$ cat config.mk
export PLATFORM = sky130hd
export DESIGN_NAME = wb_bus_router_flat
export DESIGN_NICKNAME = d
export VERILOG_FILES = /design/src/rtl/wb_bus_router_if.sv /design/src/rtl/wb_bus_router.sv /design/src/flat_wrapper.sv
export SDC_FILE = /design/constraint.sdc
export NUM_CORES = 1
export LEC_CHECK = 0
export BUFFER_PORTS_ARGS = -buffer_cell sky130_fd_sc_hd__buf_2
export CAP_MARGIN = 20
export CORE_AREA = 10 10 263 265
export DETAILED_ROUTE_END_ITERATION = 10
export DIE_AREA = 0 0 273 275
export GPL_TIMING_DRIVEN = 0
export PLACE_DENSITY = 0.41
export REMOVE_ABC_BUFFERS = 1
export SKIP_CTS_REPAIR_TIMING = 1
export SLEW_MARGIN = 20
export SYNTH_ARGS = -nofsm -noshare
export SYNTH_HDL_FRONTEND = slang
export SYNTH_SLANG_ARGS = --single-unit
$ cat constraint.sdc
create_clock -name wb_clk_i -period 2.9 [get_ports wb_clk_i]
set_clock_uncertainty 0.1 [all_clocks]
set_input_delay 0.145 -clock wb_clk_i [delete_from_list [all_inputs] [get_ports wb_clk_i]]
set_output_delay 0.145 -clock wb_clk_i [all_outputs]
set_load 0.01 [all_outputs]
$ cat src/rtl/wb_bus_router_if.sv
// wb_bus_router_if -- Wishbone master-side bus between a host and the router.
//
// Signals (names follow the router's external pin names):
//   wbs_cyc_i, wbs_stb_i, wbs_we_i  host cycle, strobe, write enable
//   wbs_sel_i[3:0]                  host byte select
//   wbs_adr_i[31:0], wbs_dat_i[31:0] host address and write data
//   wbs_ack_o                       router acknowledge (one-cycle pulse)
//   wbs_dat_o[31:0]                 router read data (valid while wbs_ack_o=1)
//   bus_err_o                       error pulse, only together with wbs_ack_o
//
// Handshake: the host raises cyc&stb with a stable request and holds it until
// it samples wbs_ack_o=1; ack is high for exactly one cycle per request and
// the response data/error are qualified by that ack. Dropping cyc before the
// ack abandons the request and no ack follows.
//
// Modports: master = host side, slave = router side.
interface wb_bus_router_if;
  logic        wbs_cyc_i;
  logic        wbs_stb_i;
  logic        wbs_we_i;
  logic [3:0]  wbs_sel_i;
  logic [31:0] wbs_adr_i;
  logic [31:0] wbs_dat_i;
  logic        wbs_ack_o;
  logic [31:0] wbs_dat_o;
  logic        bus_err_o;

  modport master (
    output wbs_cyc_i, wbs_stb_i, wbs_we_i, wbs_sel_i, wbs_adr_i, wbs_dat_i,
    input  wbs_ack_o, wbs_dat_o, bus_err_o
  );

  modport slave (
    input  wbs_cyc_i, wbs_stb_i, wbs_we_i, wbs_sel_i, wbs_adr_i, wbs_dat_i,
    output wbs_ack_o, wbs_dat_o, bus_err_o
  );
endinterface

$ cat src/rtl/wb_bus_router.sv
// wb_bus_router -- routes one Wishbone master to team design slots, the logic
// analyser control block and the GPIO control block.
//
// Address map: 0x30TT_xxxx -> design TT (1..NUM_TEAMS), 0x3100_xxxx -> LA,
// 0x3200_xxxx -> GPIO; anything else (team 0, team > NUM_TEAMS, other
// prefixes) is unmapped and answered at once with data 0 and bus_err_o.
//
// Ports:
//   wb_clk_i, wb_rst_i          clock, synchronous active-high reset
//   wb (wb_bus_router_if.slave) host request / response
//   designs_stb, la_control_stb, gpio_control_stb  registered target strobes
//   slv_adr_o/slv_dat_o/slv_we_o/slv_sel_o         latched request (shared)
//   designs_*_o, la_control_*_o, gpio_control_*_o  target ack/data returns
//   state_o                     FSM state (0 IDLE, 1 ACTIVE, 2 RESP)
//
// Optional feature: define WB_ROUTER_TIMEOUT_EN to add a 16-bit ACTIVE-state
// watchdog that answers with TIMEOUT_DATA and bus_err_o after TIMEOUT_CYCLES
// cycles without a target ack. Without it ACTIVE waits for ack or cyc drop.
module wb_bus_router #(
  parameter int          NUM_TEAMS      = 12,
  parameter int          TIMEOUT_CYCLES = 255,
  parameter logic [31:0] TIMEOUT_DATA   = 32'hDEAD_DEAD
) (
  input  logic                wb_clk_i,
  input  logic                wb_rst_i,
  wb_bus_router_if.slave      wb,
  output logic [NUM_TEAMS:0]  designs_stb,
  output logic                la_control_stb,
  output logic                gpio_control_stb,
  output logic [31:0]         slv_adr_o,
  output logic [31:0]         slv_dat_o,
  output logic                slv_we_o,
  output logic [3:0]          slv_sel_o,
  input  logic [31:0]         designs_dat_o [NUM_TEAMS:0],
  input  logic [31:0]         la_control_dat_o,
  input  logic [31:0]         gpio_control_dat_o,
  input  logic [NUM_TEAMS:0]  designs_ack_o,
  input  logic                la_control_ack_o,
  input  logic                gpio_control_ack_o,
  output logic [1:0]          state_o
);
  // Target index space: 0..NUM_TEAMS are design slots, then LA, then GPIO.
  localparam int NT       = NUM_TEAMS + 3;
  localparam int TW       = $clog2(NT);
  localparam int LA_IDX   = NUM_TEAMS + 1;
  localparam int GPIO_IDX = NUM_TEAMS + 2;

  typedef enum logic [1:0] {
    S_IDLE   = 2'd0,
    S_ACTIVE = 2'd1,
    S_RESP   = 2'd2
  } state_e;

  state_e          state_q, state_d;
  logic [TW-1:0]   tgt_q, tgt_d;
  logic [NT-1:0]   stb_q, stb_d;
  logic            ack_q, ack_d;
  logic            err_q, err_d;
  logic [31:0]     rdat_q, rdat_d;
  logic [31:0]     adr_q, adr_d;
  logic [31:0]     dat_q, dat_d;
  logic            we_q, we_d;
  logic [3:0]      sel_q, sel_d;

  logic            hit;
  logic [TW-1:0]   hit_idx;
  logic            sel_ack;
  logic [31:0]     sel_dat;
  logic            timeout_hit;

  // Address decode of the live host request.
  always_comb begin
    hit     = 1'b0;
    hit_idx = '0;
    if (wb.wbs_adr_i[31:24] == 8'h30 && wb.wbs_adr_i[23:16] != 8'h00 &&
        int'(wb.wbs_adr_i[23:16]) <= NUM_TEAMS) begin
      hit     = 1'b1;
      hit_idx = TW'(wb.wbs_adr_i[23:16]);
    end else if (wb.wbs_adr_i[31:16] == 16'h3100) begin
      hit     = 1'b1;
      hit_idx = TW'(LA_IDX);
    end else if (wb.wbs_adr_i[31:16] == 16'h3200) begin
      hit     = 1'b1;
      hit_idx = TW'(GPIO_IDX);
    end
  end

  // Only the latched target's ack/data are looked at; other acks are ignored.
  always_comb begin
    sel_ack = 1'b0;
    sel_dat = '0;
    for (int i = 0; i <= NUM_TEAMS; i++) begin
      if (int'(tgt_q) == i) begin
        sel_ack = designs_ack_o[i];
        sel_dat = designs_dat_o[i];
      end
    end
    if (int'(tgt_q) == LA_IDX) begin
      sel_ack = la_control_ack_o;
      sel_dat = la_control_dat_o;
    end
    if (int'(tgt_q) == GPIO_IDX) begin
      sel_ack = gpio_control_ack_o;
      sel_dat = gpio_control_dat_o;
    end
  end

  always_comb begin
    state_d = state_q;
    tgt_d   = tgt_q;
    adr_d   = adr_q;
    dat_d   = dat_q;
    we_d    = we_q;
    sel_d   = sel_q;
    rdat_d  = rdat_q;
    ack_d   = 1'b0;
    err_d   = 1'b0;
    case (state_q)
      S_IDLE: begin
        if (wb.wbs_cyc_i && wb.wbs_stb_i) begin
          if (hit) begin
            state_d = S_ACTIVE;
            tgt_d   = hit_idx;
            adr_d   = {16'b0, wb.wbs_adr_i[15:0]};
            dat_d   = wb.wbs_dat_i;
            we_d    = wb.wbs_we_i;
            sel_d   = wb.wbs_sel_i;
          end else begin
            state_d = S_RESP;
            ack_d   = 1'b1;
            err_d   = 1'b1;
            rdat_d  = '0;
          end
        end
      end
      S_ACTIVE: begin
        // Abort beats everything; a real ack beats a same-cycle timeout.
        if (!wb.wbs_cyc_i) begin
          state_d = S_IDLE;
        end else if (sel_ack) begin
          state_d = S_RESP;
          ack_d   = 1'b1;
          rdat_d  = sel_dat;
        end else if (timeout_hit) begin
          state_d = S_RESP;
          ack_d   = 1'b1;
          err_d   = 1'b1;
          rdat_d  = TIMEOUT_DATA;
        end
      end
      S_RESP:  state_d = S_IDLE;
      default: state_d = S_IDLE;
    endcase

    // Strobes are registered from the next state so they are high exactly
    // for the ACTIVE cycles and drop together with any exit from ACTIVE.
    stb_d = '0;
    for (int i = 0; i < NT; i++) begin
      stb_d[i] = (state_d == S_ACTIVE) && (int'(tgt_d) == i);
    end
  end

`ifdef WB_ROUTER_TIMEOUT_EN
  localparam logic [15:0] TO_LAST = 16'(TIMEOUT_CYCLES - 1);
  logic [15:0] cnt_q, cnt_d;

  // cnt_q counts ACTIVE cycles already spent without ack; the cycle in which
  // it reaches TIMEOUT_CYCLES-1 is the last one allowed.
  assign timeout_hit = (state_q == S_ACTIVE) && (cnt_q == TO_LAST);

  always_comb begin
    cnt_d = '0;
    if (state_q == S_ACTIVE && state_d == S_ACTIVE) cnt_d = cnt_q + 16'd1;
  end

  always_ff @(posedge wb_clk_i) begin
    if (wb_rst_i) cnt_q <= '0;
    else          cnt_q <= cnt_d;
  end
`else
  assign timeout_hit = 1'b0;
`endif

  always_ff @(posedge wb_clk_i) begin
    if (wb_rst_i) begin
      state_q <= S_IDLE;
      tgt_q   <= '0;
      stb_q   <= '0;
      ack_q   <= 1'b0;
      err_q   <= 1'b0;
      rdat_q  <= '0;
      adr_q   <= '0;
      dat_q   <= '0;
      we_q    <= 1'b0;
      sel_q   <= '0;
    end else begin
      state_q <= state_d;
      tgt_q   <= tgt_d;
      stb_q   <= stb_d;
      ack_q   <= ack_d;
      err_q   <= err_d;
      rdat_q  <= rdat_d;
      adr_q   <= adr_d;
      dat_q   <= dat_d;
      we_q    <= we_d;
      sel_q   <= sel_d;
    end
  end

  assign designs_stb      = stb_q[NUM_TEAMS:0];
  assign la_control_stb   = stb_q[LA_IDX];
  assign gpio_control_stb = stb_q[GPIO_IDX];
  assign slv_adr_o        = adr_q;
  assign slv_dat_o        = dat_q;
  assign slv_we_o         = we_q;
  assign slv_sel_o        = sel_q;
  assign wb.wbs_ack_o     = ack_q;
  assign wb.bus_err_o     = err_q;
  assign wb.wbs_dat_o     = rdat_q;
  assign state_o          = state_q;
endmodule

$ cat src/flat_wrapper.sv
// flat-port wrapper written by rule: the top's interface ports become plain ports
module wb_bus_router_flat 
#(
  parameter int          NUM_TEAMS      = 12,
  parameter int          TIMEOUT_CYCLES = 255,
  parameter logic [31:0] TIMEOUT_DATA   = 32'hDEAD_DEAD
)
  (wb_clk_i, wb_rst_i, designs_stb, la_control_stb, gpio_control_stb, slv_adr_o, slv_dat_o, slv_we_o, slv_sel_o, designs_dat_o, la_control_dat_o, gpio_control_dat_o, designs_ack_o, la_control_ack_o, gpio_control_ack_o, state_o, wb_wbs_cyc_i, wb_wbs_stb_i, wb_wbs_we_i, wb_wbs_sel_i, wb_wbs_adr_i, wb_wbs_dat_i, wb_wbs_ack_o, wb_wbs_dat_o, wb_bus_err_o);
  wb_bus_router_if wb_i ();
  input  logic wb_clk_i;
  input  logic wb_rst_i;
  output logic [NUM_TEAMS:0] designs_stb;
  output logic la_control_stb;
  output logic gpio_control_stb;
  output logic [31:0] slv_adr_o;
  output logic [31:0] slv_dat_o;
  output logic slv_we_o;
  output logic [3:0] slv_sel_o;
  input  logic [31:0] designs_dat_o[NUM_TEAMS:0];
  input  logic [31:0] la_control_dat_o;
  input  logic [31:0] gpio_control_dat_o;
  input  logic [NUM_TEAMS:0] designs_ack_o;
  input  logic la_control_ack_o;
  input  logic gpio_control_ack_o;
  output logic [1:0] state_o;
  input wire logic [$bits(wb_i.wbs_cyc_i)-1:0] wb_wbs_cyc_i;
  input wire logic [$bits(wb_i.wbs_stb_i)-1:0] wb_wbs_stb_i;
  input wire logic [$bits(wb_i.wbs_we_i)-1:0] wb_wbs_we_i;
  input wire logic [$bits(wb_i.wbs_sel_i)-1:0] wb_wbs_sel_i;
  input wire logic [$bits(wb_i.wbs_adr_i)-1:0] wb_wbs_adr_i;
  input wire logic [$bits(wb_i.wbs_dat_i)-1:0] wb_wbs_dat_i;
  output wire logic [$bits(wb_i.wbs_ack_o)-1:0] wb_wbs_ack_o;
  output wire logic [$bits(wb_i.wbs_dat_o)-1:0] wb_wbs_dat_o;
  output wire logic [$bits(wb_i.bus_err_o)-1:0] wb_bus_err_o;
  assign wb_i.wbs_cyc_i = wb_wbs_cyc_i;
  assign wb_i.wbs_stb_i = wb_wbs_stb_i;
  assign wb_i.wbs_we_i = wb_wbs_we_i;
  assign wb_i.wbs_sel_i = wb_wbs_sel_i;
  assign wb_i.wbs_adr_i = wb_wbs_adr_i;
  assign wb_i.wbs_dat_i = wb_wbs_dat_i;
  assign wb_wbs_ack_o = wb_i.wbs_ack_o;
  assign wb_wbs_dat_o = wb_i.wbs_dat_o;
  assign wb_bus_err_o = wb_i.bus_err_o;
  wb_bus_router #(.NUM_TEAMS(NUM_TEAMS), .TIMEOUT_CYCLES(TIMEOUT_CYCLES), .TIMEOUT_DATA(TIMEOUT_DATA)) u_core (.wb_clk_i(wb_clk_i), .wb_rst_i(wb_rst_i), .wb(wb_i), .designs_stb(designs_stb), .la_control_stb(la_control_stb), .gpio_control_stb(gpio_control_stb), .slv_adr_o(slv_adr_o), .slv_dat_o(slv_dat_o), .slv_we_o(slv_we_o), .slv_sel_o(slv_sel_o), .designs_dat_o(designs_dat_o), .la_control_dat_o(la_control_dat_o), .gpio_control_dat_o(gpio_control_dat_o), .designs_ack_o(designs_ack_o), .la_control_ack_o(la_control_ack_o), .gpio_control_ack_o(gpio_control_ack_o), .state_o(state_o));
endmodule
Yosys cells after proc, flatten, opt, wreduce, memory -nomap -nowiden
Cells that the tools add are included.

Flip-flop bits (word level): 108. Bits of input ports: 568. Output and inout bits: 120. Logic and storage cells: 129.

$lt $le $gt $ge: 1. Equal/unequal tests: 37. Multiplexer cells: 54. Bitwise gates (word level): 1. Reductions and logical operators: 26.

Operator list (count): $mux 32 (19); $eq 4x4->1 const B (16); $pmux 32 s2 (1); $eq 16x14->1 const B (2); $eq 4x3->1 const B (8); $mux 4 (6); $mux 1 (22); $logic_and 1x1->1 (18); $eq 4x2->1 const B (4); $eq 8x6->1 const B (1); $le 8x4->1 const B (1); $logic_not 4->1 (2); $mux 2 (4); $reduce_bool 8->1 (1); $reduce_and 5->1 (1); $eq 2x1->1 const B (2); $ne 2x1->1 const B (2); $ne 2x2->1 const B (2); $pmux 2 s2 (1); $reduce_and 3->1 (1); $logic_not 2->1 (1); $pmux 1 s2 (1); $reduce_bool 2->1 (1); $reduce_or 2->1 (1); $not 1->1 (1).

Longest topological paths before layout
Gate-level depths: netlist of run 1.

Word-level depth: 21. Depth in mapped cells: 10. Depth with buffers taken out: 6.

Worst setup path before layout of run 1
No wires, ideal clock.

Path type: flip-flop to flip-flop. Start: register u_core.tgt_q[1]. End: register u_core.rdat_q[20] (netlist: u_core.wb.wbs_dat_o[20]). Library setup time: 117 ps. Data arrival time: 1952 ps. Required time: 2683 ps. Path slack: 730 ps. Stages on the path, launching flop included: 9. Path buffers: 3. Clock period less this slack: 2170 ps. Cell sequence: dfxtp_1 buf_2 buf_4 buf_4 mux2_2 a221oi_1 a21oi_1 a22o_1 a32o_1.

Cells in the longest elaborated chain, start to end: 19. Elaborated cells on any way between the ends: 50. Those cells by class: eq/ne (15); mux (33); reduce/logical (2).

Ends and longest elaborated chain: from (decl) (RTL line wb_bus_router.sv:55) `logic [TW-1:0] tgt_q, tgt_d;`; from (signal assigned) (RTL line wb_bus_router.sv:198) `tgt_q <= tgt_d;`; $logic_not 4->1 (RTL line wb_bus_router.sv:93) `if (int'(tgt_q) == i) begin`; $mux 32 (13 in series) (RTL line wb_bus_router.sv:93); $mux 32 (RTL line wb_bus_router.sv:98) `if (int'(tgt_q) == LA_IDX) begin`; $mux 32 (RTL line wb_bus_router.sv:102) `if (int'(tgt_q) == GPIO_IDX) begin`; $mux 32 (RTL line wb_bus_router.sv:140) `end else if (sel_ack) begin`; $mux 32 (RTL line wb_bus_router.sv:138) `if (!wb.wbs_cyc_i) begin`; $pmux 32 s2 (RTL line wb_bus_router.sv:118) `case (state_q)`; to (signal assigned) (RTL line wb_bus_router.sv:202) `rdat_q <= rdat_d;`; to (decl) (RTL line wb_bus_router.sv:59) `logic [31:0] rdat_q, rdat_d;`.

Several ways; a longest one is shown, not always the timed one. The select of a mux whose other input is x is not followed. A chain may end at the register's enable or synchronous reset.

Worst setup path in the final report of run 1
Start: register u_core.tgt_q[2]. End: register u_core.rdat_q[10] (netlist: u_core.wb.wbs_dat_o[10]).

The elaborated chain is that of the path after synthesis.

==> impl_metrics.py, run 1 <==
metrics = {
    "status": {
        "status": "finished, violations left",
        "failed_checks": "hold timing",
    },
    "cells_and_area": {
        "areaGrowthSynthToFinish_pct": 68.5,
        "final_cell_mix": "buf_2 (670), nand2_1 (171), a21oi_1 (137)",
        "mostFrequentLayoutCell": "buf_2",
        "drive_gt1_share_pct": 44.1,
        "num-fill-cells": 7238,
        "final_area_mm2": 0.0150,
        "fin_nets": 2460,
    },
    "hold_path": {
        "hp-class": "input port to flop",
        "hold_start": "gpio_control_dat_o[15]",
        "min_to": "u_core.wb.wbs_dat_o[15]",
        "min_path_cells": 3,
    },
    "setup_path": {
        "arrival_ps": 3040,
        "r2r_end": "u_core.wb.wbs_dat_o[10]",
        "critical_path_class": "flop to flop",
        "critical_path.top_delay_family": "compound AO/OA/AOI/OAI gates",
        "cp-start-kind": "flop",
        "critPathMaxFanout": 36,
        "critical_path_buf_inv_count": 3,
        "r2r_cells": 9,
        "crit_cells": 9,
        "worstPathRequired_ps": 3100,
        "max_stage_delay_ps": 390,
        "r2r_start": "u_core.tgt_q[2]",
        "worstPathCellList": "buf_16 -> buf_12 -> and3b_2 -> buf_12 -> a211oi_1 -> o221ai_1 -> o21bai_1 -> a32o_1 -> a32o_1",
        "critPathSlowestCell": "dfxtp_4",
        "cp-end-kind": "flop",
        "rrSetupSlack_ps": 50,
    },
    "sta": {
        "period_share_pct": 98.2,
        "slew_viol_final": 0,
        "timing.hold.ws_ps": -21.9,
        "setup_viol": 0,
        "hold_viol_final": 3,
        "slew_headroom_pct": 44.0,
        "worst_slew_pin_slew_ps": 839,
        "max_freq_mhz": 351,
        "finalWorstSetupSlack_ps": 51.8,
        "min_period_ps": 2850,
    },
    "cts": {
        "cts_tree": "done",
        "cts-root-buf": "clkbuf_16",
        "ctsHtreeMaxLevel": 3,
        "clk_pin_slew_ps": 100,
        "cts.sinks": 108,
        "clk_path_buf_depth": 2,
        "clk_latency_ps": 390,
        "cts_made_buffers": 9,
    },
    "routing": {
        "vias": 13100,
        "ant_nets": 0,
        "post_drt_wl_per_cell_um": 28.8,
        "drtPass1Iterations": 5,
        "via_per_inst": 4.76,
        "drc_errors": 0,
        "wl_um": 79300,
        "drtIter0Drc": 945,
    },
    "die": {
        "die_area_mm2": 0.0751,
        "core_mm2": 0.0639,
        "dieHeight_um": 275,
        "fp-row-count": 93,
        "num_io_pins": 688,
        "start_util_pct": 14.0,
        "die_w_um": 273,
    },
    "pwr": {
        "p_leak_uw": 0.00628,
        "fin_total_pwr_uw": 3670,
        "powerDensity_mw_per_mm2": 244,
        "ir_drop_mv": 0.252,
    },
    "yosys": {
        "synth-main-ff-cell": "dfxtp_1",
        "ys_top_cells_by_area": "dfxtp_1 (24%), a21oi_1 (7.8%), nand2_1 (7.2%)",
        "synthesis.area_mm2": 0.00892,
        "synth_cells": 1204,
        "ys_ff_latch": 108,
        "ys_warn_count": 0,
        "synth_edf_count": 0,
        "yosys.area.top_type": "dfxtp_1",
        "synth.distinct_cells": 79,
        "synthArstFlopShare_pct": 0,
        "ys_seq_area_share_pct": 24.2,
        "synth.avg_cell_area_um2": 7.41,
        "netlist.area_leader.share_pct": 24.2,
    },
    "global_route": {
        "grt_pass1_vias": 13200,
        "grt_pass1_wl_um": 101000,
        "grt_overflow": 0,
        "grtUsageTotal_pct": 18.6,
        "antenna_found_initial": 10,
        "grt_max_degree": 64,
    },
    "place": {
        "dp_hpwl_um": 59500,
        "dp_slack_ps": -1440,
        "globalplace.congestion": 0.868,
        "io_buffer_count": 671,
        "dpl_cell_area_mm2": 0.0133,
    },
    "run": {
        "cap_violations": 0,
    },
}
-- worst reg2reg max path: stages (launching register included) --
cell and delay, ps:
dfxtp_4 390, buf_16 160, buf_12 260, and3b_2 380
buf_12 210, a211oi_1 330, o221ai_1 260, o21bai_1 220
a32o_1 220, a32o_1 230
-- cell families after synthesis --
family	Yosys count	share of synthesized area (%)
other	1	0.0420
AO/OA/AOI/OAI	488	37.1
buffers and inverters	157	9.20
AND/OR/NAND/NOR	382	20.3
flip-flops	108	24.2
multiplexers	67	9.07
XOR/XNOR	1	0.0982
-- registers in the layout, summed over array words and instances (netlist names) --
| name | cells |
|---|---|
| u_core.slv_adr_o | 16 |
| u_core.slv_dat_o | 32 |
| u_core.slv_sel_o | 4 |
| u_core.slv_we_o | 1 |
| u_core.state_o | 2 |
| u_core.stb_q | 15 |
| u_core.tgt_q | 4 |
| u_core.wb.bus_err_o | 1 |
| u_core.wb.wbs_ack_o | 1 |
| u_core.wb.wbs_dat_o | 32 |
-- per-layer routing --
layer	vias up	share of wire (%)	track usage [%]	wire [µm]
met2	765	49	32.4	38800
met4	0	3.5	7.24	2780
met5	-	0	0	0
met3	109	8.0	4.67	6350
met1	6349	40	21.7	31400
li1	5895	-	-	-
-- worst max-delay path by stage --
| stage | startpoint | end | slack [ps] |
|---|---|---|---|
| floorplan | u_core.tgt_q[0] | u_core.wb.wbs_dat_o[30] | -3200 |
| global placement | u_core.tgt_q[1] | u_core.wb.wbs_dat_o[30] | -9970 |
| detailed placement | u_core.tgt_q[0] | u_core.wb.wbs_dat_o[11] | -1440 |
| CTS | u_core.tgt_q[0] | u_core.wb.wbs_dat_o[19] | -1480 |
| global route | u_core.tgt_q[3] | u_core.wb.wbs_dat_o[19] | -10 |
| finish | u_core.tgt_q[2] | u_core.wb.wbs_dat_o[10] | 50 |
-- through the flow --
step	TNS, ps	utilization [%]	cells
6_report	0	23.5	2755
5_1_grt	-11.7	23.5	2753
4_1_cts	-63150	21.4	2644
3_5_place_dp	-62090	20.9	2628
3_3_place_gp	-616930	19.8	2601
2_1_floorplan	-172870	-	1075
-- layout make-up --
type                            instances  area, µm²  share of cell area [%]
Inverter                               13       58.8                   0.391
Sequential cell                       108       2180                    14.5
Antenna cell                            3       7.51                  0.0499
Multi-Input combinational cell        955       6240                    41.5
Clock inverter                          7        103                   0.682
Clock buffer                            9        225                    1.50
Timing Repair Buffer                  805       5160                    34.3
Tap cell                              855       1070                    7.11
-- where the power goes --
part | switching [µW] | leakage [µW] | internal, µW | total (µW)
Sequential | 0.863 | 0.000873 | 1480 | 1480
Combinational | 289 | 0.00525 | 419 | 707
Clock | 774 | 0.000160 | 707 | 1480
-- synthesized netlist by cell type (7+ instances only) --
master / n
dfxtp_1: 108
mux2_2: 11
o21ai_0: 93
a22oi_1: 26
inv_1: 11
o21a_1: 7
a31oi_1: 14
o22ai_1: 17
or3_1: 15
buf_4: 30
a22o_1: 21
o221ai_1: 17
clkbuf_1: 44
a21oi_1: 139
mux4_2: 10
mux2i_1: 46
nor3b_1: 8
buf_2: 59
a2111oi_0: 7
o22a_1: 10
nor3_1: 27
a211oi_1: 14
nor2_1: 77
a21o_1: 13
a32o_1: 28
a221oi_1: 17
nand3_1: 14
nand2b_1: 15
nor2b_1: 12
nand2_1: 172
nor4_1: 8
Power figures use the tool's default switching activity.
==> run 2, diff against run 1 <==
--- a/config.mk
+++ b/config.mk
@@ -5,9 +5,10 @@
 export SDC_FILE = /design/constraint.sdc
 export NUM_CORES = 1
 export LEC_CHECK = 0
-export BUFFER_PORTS_ARGS = -buffer_cell sky130_fd_sc_hd__buf_2
+export BUFFER_PORTS_ARGS = -buffer_cell sky130_fd_sc_hd__clkbuf_2
 export CAP_MARGIN = 20
 export CORE_AREA = 10 10 263 265
+export CTS_CLUSTER_SIZE = 30
 export DETAILED_ROUTE_END_ITERATION = 10
 export DIE_AREA = 0 0 273 275
 export GPL_TIMING_DRIVEN = 0
==> run 2 against run 1 <==
Compared with the run above: the run ends with hold timing, setup timing left; sequential power hardly changed; via count is 0.50% higher; total power is 0.54% lower; largest power group unchanged.
==> impl_metrics.py, run 2 (synthesis results as in run 1) <==
metrics = {
    "cells_and_area": {
        "stdcell_count": 2761,
        "drive_gt1_share_pct": 44.2,
        "fin_nets": 2464,
        "final_util_pct": 23.5,
        "mostFrequentLayoutCell": "clkbuf_2",
        "final_area_mm2": 0.0150,
        "areaGrowthSynthToFinish_pct": 68.5,
        "final_cell_mix": "clkbuf_2 (670), nand2_1 (171), a21oi_1 (137)",
    },
    "sta": {
        "setup_viol": 1,
        "max_freq_mhz": 345,
        "min_period_ps": 2900,
        "hold_viol_final": 3,
        "finalWorstSetupSlack_ps": -0.391,
        "timing.hold.ws_ps": -19.1,
        "slew_headroom_pct": 43.8,
        "rsz0062_at_grt": "yes",
        "worst_slew_pin_slew_ps": 842,
        "slew_viol_final": 0,
        "setup_tns_ps": -0.391,
        "period_share_pct": 100,
    },
    "place": {
        "dp_hpwl_um": 59300,
        "dpl_cell_area_mm2": 0.0133,
        "io_buffer_count": 671,
        "dp.cells": 2627,
        "globalplace.congestion": 0.865,
    },
    "pwr": {
        "ir_drop_mv": 0.429,
        "p_leak_uw": 0.00632,
        "p_sw_share_pct": 28.9,
        "comb_power_share_pct": 19.5,
        "clkPwrFrac_pct": 40.0,
        "switching_power_uw": 1050,
        "powerDensity_mw_per_mm2": 243,
        "seqPwrFrac_pct": 40.6,
        "fin_total_pwr_uw": 3650,
        "intPower_uw": 2600,
    },
    "hold_path": {
        "hp-class": "input port to flop",
    },
    "global_route": {
        "grt_pass1_vias": 13200,
        "grt_max_degree": 64,
        "antenna_found_initial": 16,
        "grtUsageTotal_pct": 18.8,
        "grt_overflow": 0,
        "grt_pass1_wl_um": 103000,
    },
    "setup_path": {
        "r2r_end": "u_core.wb.wbs_dat_o[11]",
        "worstPathRequired_ps": 3070,
        "cp-end-kind": "flop",
        "r2r_cells": 12,
        "rrSetupSlack_ps": -0.4,
        "cp-start-kind": "flop",
        "crit_start": "u_core.tgt_q[3]",
        "critPathMaxFanout": 15,
        "critical_path_class": "flop to flop",
        "arrival_ps": 3070,
        "crit_path_end": "u_core.wb.wbs_dat_o[11]",
        "r2r_start": "u_core.tgt_q[3]",
    },
    "routing": {
        "drc_errors": 0,
        "via_per_inst": 4.77,
        "drtIter0Drc": 1126,
        "post_drt_wl_per_cell_um": 29.0,
        "drtPass1Iterations": 5,
        "vias": 13200,
        "wl_um": 80100,
        "ant_nets": 0,
    },
    "cts": {
        "cts.sinks": 108,
        "ctsHtreeMaxLevel": 3,
        "clk_latency_ps": 400,
        "clk_path_buf_depth": 2,
        "cts-root-buf": "clkbuf_16",
        "cts_made_buffers": 9,
        "cts_tree": "done",
        "clk_pin_slew_ps": 110,
    },
    "status": {
        "status": "finished, violations left",
        "failed_checks": "hold timing, setup timing",
    },
    "die": {
        "start_util_pct": 14.0,
        "dieHeight_um": 275,
        "num_io_pins": 688,
        "die_area_mm2": 0.0751,
        "fp-row-count": 93,
        "core_mm2": 0.0639,
        "die_w_um": 273,
    },
    "run": {
        "cap_violations": 0,
    },
}
## run 2: changes by cell type in the layout (fill, tap and decap cells not counted), moves of 2 or more
cell | before | now
inv_4 | 2 | 4
buf_4 | 33 | 38
buf_2 | 670 | 0
diode_2 | 3 | 5
clkbuf_2 | 0 | 670
## run 2: through the flow
stage	setup slack, ps	hold WS, ps
4_1_cts	-1590	-168
5_1_grt	-31.8	1.32
2_1_floorplan	-3200	114
3_5_place_dp	-1570	274
6_report	-0.391	-19.1
3_3_place_gp	-10110	270
## run 2: worst min-delay path by stage
stage	startpoint	endpoint	slack, ps	cells past startpoint
floorplan	wb_rst_i	u_core.slv_adr_o[0]	110	1
global placement	wb_wbs_dat_i[6]	u_core.slv_dat_o[6]	270	3
detailed placement	wb_wbs_dat_i[0]	u_core.slv_dat_o[0]	270	3
CTS	wb_wbs_sel_i[3]	u_core.slv_sel_o[3]	-170	3
global route	gpio_control_dat_o[29]	u_core.wb.wbs_dat_o[29]	1	3
finish	gpio_control_dat_o[15]	u_core.wb.wbs_dat_o[15]	-20	3
## run 2: metal layers
| metal | up-vias | wire length, µm | track usage, % | share of wire (%) |
|---|---|---|---|---|
| li1 | 5916 | - | - | - |
| met1 | 6406 | 31300 | 21.7 | 39 |
| met2 | 732 | 39300 | 33.3 | 49 |
| met3 | 125 | 6880 | 5.04 | 8.6 |
| met4 | 4 | 2570 | 6.16 | 3.2 |
| met5 | - | 27 | 0 | 0.034 |
## run 2: worst max-delay path, stage by stage, from the launching register on
cell	delay (ps)
dfxtp_4	390
buf_8	180
nor2b_4	310
buf_12	190
a32o_2	150
o211ai_4	110
a2111oi_4	350
buf_4	200
buf_4	120
nor3_4	40
buf_12	180
buf_12	150
a22o_1	230
## run 2: layout make-up
class | count | area (µm²)
Tap cell | 855 | 1070
Inverter | 13 | 56.3
Timing Repair Buffer | 809 | 5170
Clock buffer | 10 | 229
Fill cell | 7145 | 48800
Clock inverter | 6 | 81.3
Multi-Input combinational cell | 955 | 6240
Antenna cell | 5 | 12.5
Sequential cell | 108 | 2180
## run 2: power groups by stage
stage | clock network, µW | logic [µW] | registers [µW]
finish | 1460 | 710 | 1480
global route | 1560 | 769 | 1480
CTS | 1540 | 622 | 1480
detailed placement | 0 | 617 | 1520
global placement | 0 | 602 | 1520
floorplan | 0 | 136 | 1520
==> run 3, diff against run 2 <==
--- a/config.mk
+++ b/config.mk
@@ -7,12 +7,14 @@
 export LEC_CHECK = 0
 export BUFFER_PORTS_ARGS = -buffer_cell sky130_fd_sc_hd__clkbuf_2
 export CAP_MARGIN = 20
-export CORE_AREA = 10 10 263 265
+export CELL_PAD_IN_SITES_DETAIL_PLACEMENT = 1
+export CELL_PAD_IN_SITES_GLOBAL_PLACEMENT = 1
+export CORE_AREA = 10 10 256 258
 export CTS_CLUSTER_SIZE = 30
 export DETAILED_ROUTE_END_ITERATION = 10
-export DIE_AREA = 0 0 273 275
+export DIE_AREA = 0 0 266 268
 export GPL_TIMING_DRIVEN = 0
-export PLACE_DENSITY = 0.41
+export PLACE_DENSITY = 0.56
 export REMOVE_ABC_BUFFERS = 1
 export SKIP_CTS_REPAIR_TIMING = 1
 export SLEW_MARGIN = 20
==> run 3 against run 2 <==
Compared with the run above: wire length rose by 4.1%; via count grew 1.3%; sequential share of layout area shrank 0.11 points; final cell count fell by 2.1%; total power about the same; critical path depth fell by 5; first-iteration DRC count shrank 10%; hold slack improved by 0.52 ps; utilization grew 1.7 points; the run still ends with hold timing, setup timing left; combinational power about the same; flip-flop and latch count unchanged; count of clock-buffer cells in the layout shrank 1.
==> impl_metrics.py, run 3 (synthesis results as in run 1) <==
metrics = {
    "setup_path": {
        "critical_path_buf_inv_count": 3,
        "worstPathRequired_ps": 3090,
        "max_stage_delay_ps": 670,
        "arrival_ps": 3090,
        "critical_path.top_delay_family": "compound AO/OA/AOI/OAI gates",
        "cp-end-kind": "flop",
        "critPathSlowestCell": "inv_2",
        "worstPathCellList": "buf_12 -> buf_4 -> inv_2 -> nor4_1 -> a221oi_1 -> a31oi_1 -> a22o_1",
        "cp-start-kind": "flop",
        "critPathMaxFanout": 26,
        "critical_path_class": "flop to flop",
    },
    "routing": {
        "wl_met3_um": 5750,
        "wl_met1_um": 34000,
        "post_drt_wl_per_cell_um": 30.8,
        "drc_errors": 0,
        "vias": 13400,
        "dr_wl_met2_um": 40400,
        "via_per_inst": 4.94,
        "ant_nets": 0,
        "top_layer_used": "met5",
        "drtPass1Iterations": 5,
        "drtIter0Drc": 1008,
        "wl_um": 83300,
    },
    "cells_and_area": {
        "drive_gt1_share_pct": 44.6,
        "register_area_mm2": 0.00218,
        "num-fill-cells": 7384,
        "mostFrequentLayoutCell": "clkbuf_2",
        "final_area_mm2": 0.0152,
        "areaGrowthSynthToFinish_pct": 69.8,
        "final_cell_mix": "clkbuf_2 (670), nand2_1 (170), a21oi_1 (137)",
        "fin_nets": 2475,
        "multi_input_area_mm2": 0.00619,
    },
    "sta": {
        "setup_viol": 1,
        "slew_viol_final": 0,
        "worst_slew_pin_slew_ps": 934,
        "hold_viol_final": 3,
        "finalWorstSetupSlack_ps": -4.23,
        "period_share_pct": 100,
        "timing.hold.ws_ps": -18.6,
        "min_period_ps": 2900,
        "slew_headroom_pct": 37.6,
        "rsz0062_at_grt": "yes",
        "max_freq_mhz": 344,
        "setup_tns_ps": -4.23,
    },
    "place": {
        "dp_slack_ps": -1250,
        "dpl_cell_area_mm2": 0.0132,
        "dp_hpwl_um": 61600,
        "globalplace.congestion": 0.955,
        "io_buffer_count": 671,
    },
    "cts": {
        "cts.sinks": 108,
        "ctsHtreeMaxLevel": 3,
        "clk_latency_ps": 390,
        "clk_pin_slew_ps": 90,
        "clk_path_buf_depth": 2,
        "cts_tree": "done",
        "cts-root-buf": "clkbuf_16",
        "cts_made_buffers": 9,
    },
    "die": {
        "start_util_pct": 14.8,
        "core_mm2": 0.0601,
        "dieHeight_um": 268,
        "num_io_pins": 688,
        "die_area_mm2": 0.0713,
        "die_w_um": 266,
        "fp-row-count": 90,
    },
    "global_route": {
        "antenna_found_initial": 9,
        "grt_pass1_wl_um": 105000,
        "grt_pass1_vias": 13800,
        "grtUsageTotal_pct": 20.4,
        "grt_overflow": 0,
        "grt_max_degree": 64,
    },
    "pwr": {
        "powerDensity_mw_per_mm2": 241,
        "p_leak_uw": 0.00642,
        "ir_drop_mv": 0.250,
    },
    "status": {
        "status": "finished, violations left",
        "failed_checks": "hold timing, setup timing",
    },
    "run": {
        "cap_violations": 0,
    },
    "hold_path": {
        "hp-class": "input port to flop",
    },
}
==> run 3: power breakdown <==
part	total, µW	internal [µW]	switching (µW)	leakage (µW)
Sequential	1480	1480	1.01	0.000873
Combinational	712	415	297	0.00539
Clock	1460	631	826	0.000152
==> run 3: cell type report <==
cell class | instances | share of cell area, %
Clock inverter | 7 | 0.603
Timing Repair Buffer | 821 | 35.7
Multi-Input combinational cell | 954 | 40.8
Sequential cell | 108 | 14.4
Antenna cell | 9 | 0.149
Tap cell | 782 | 6.46
Inverter | 13 | 0.372
Clock buffer | 9 | 1.49
==> run 3: worst reg2reg max path: stages (launching register included) <==
cell      delay [ps]
dfxtp_4          400
buf_12           150
buf_4            130
inv_2            670
nor4_1           140
a221oi_1         630
a31oi_1          330
a22o_1           260
==> run 3: routing by layer <==
layer	global-route usage [%]	up-vias
li1	-	5937
met1	24.1	6587
met2	35.3	688
met3	4.78	135
met4	7.74	4
met5	0	-
==> run 3: worst paths after layout <==
check,from,endpoint,slack [ps],depth (start not counted)
max,u_core.tgt_q[3],u_core.wb.wbs_dat_o[23],-4,7
max reg2reg,u_core.tgt_q[3],u_core.wb.wbs_dat_o[23],-4,7
min reg2reg,u_core.slv_dat_o[7],u_core.slv_dat_o[7],360,2
min,gpio_control_dat_o[0],u_core.wb.wbs_dat_o[0],-20,3
==> run 3: per-stage QoR <==
step	power [µW]	utilization, %	std cells
after floorplan	1660	-	1075
after detailed placement	2140	21.9	2552
after CTS	3630	22.5	2568
final	3650	25.2	2703
after global placement	2120	20.9	2528
after global routing	3810	25.2	2697
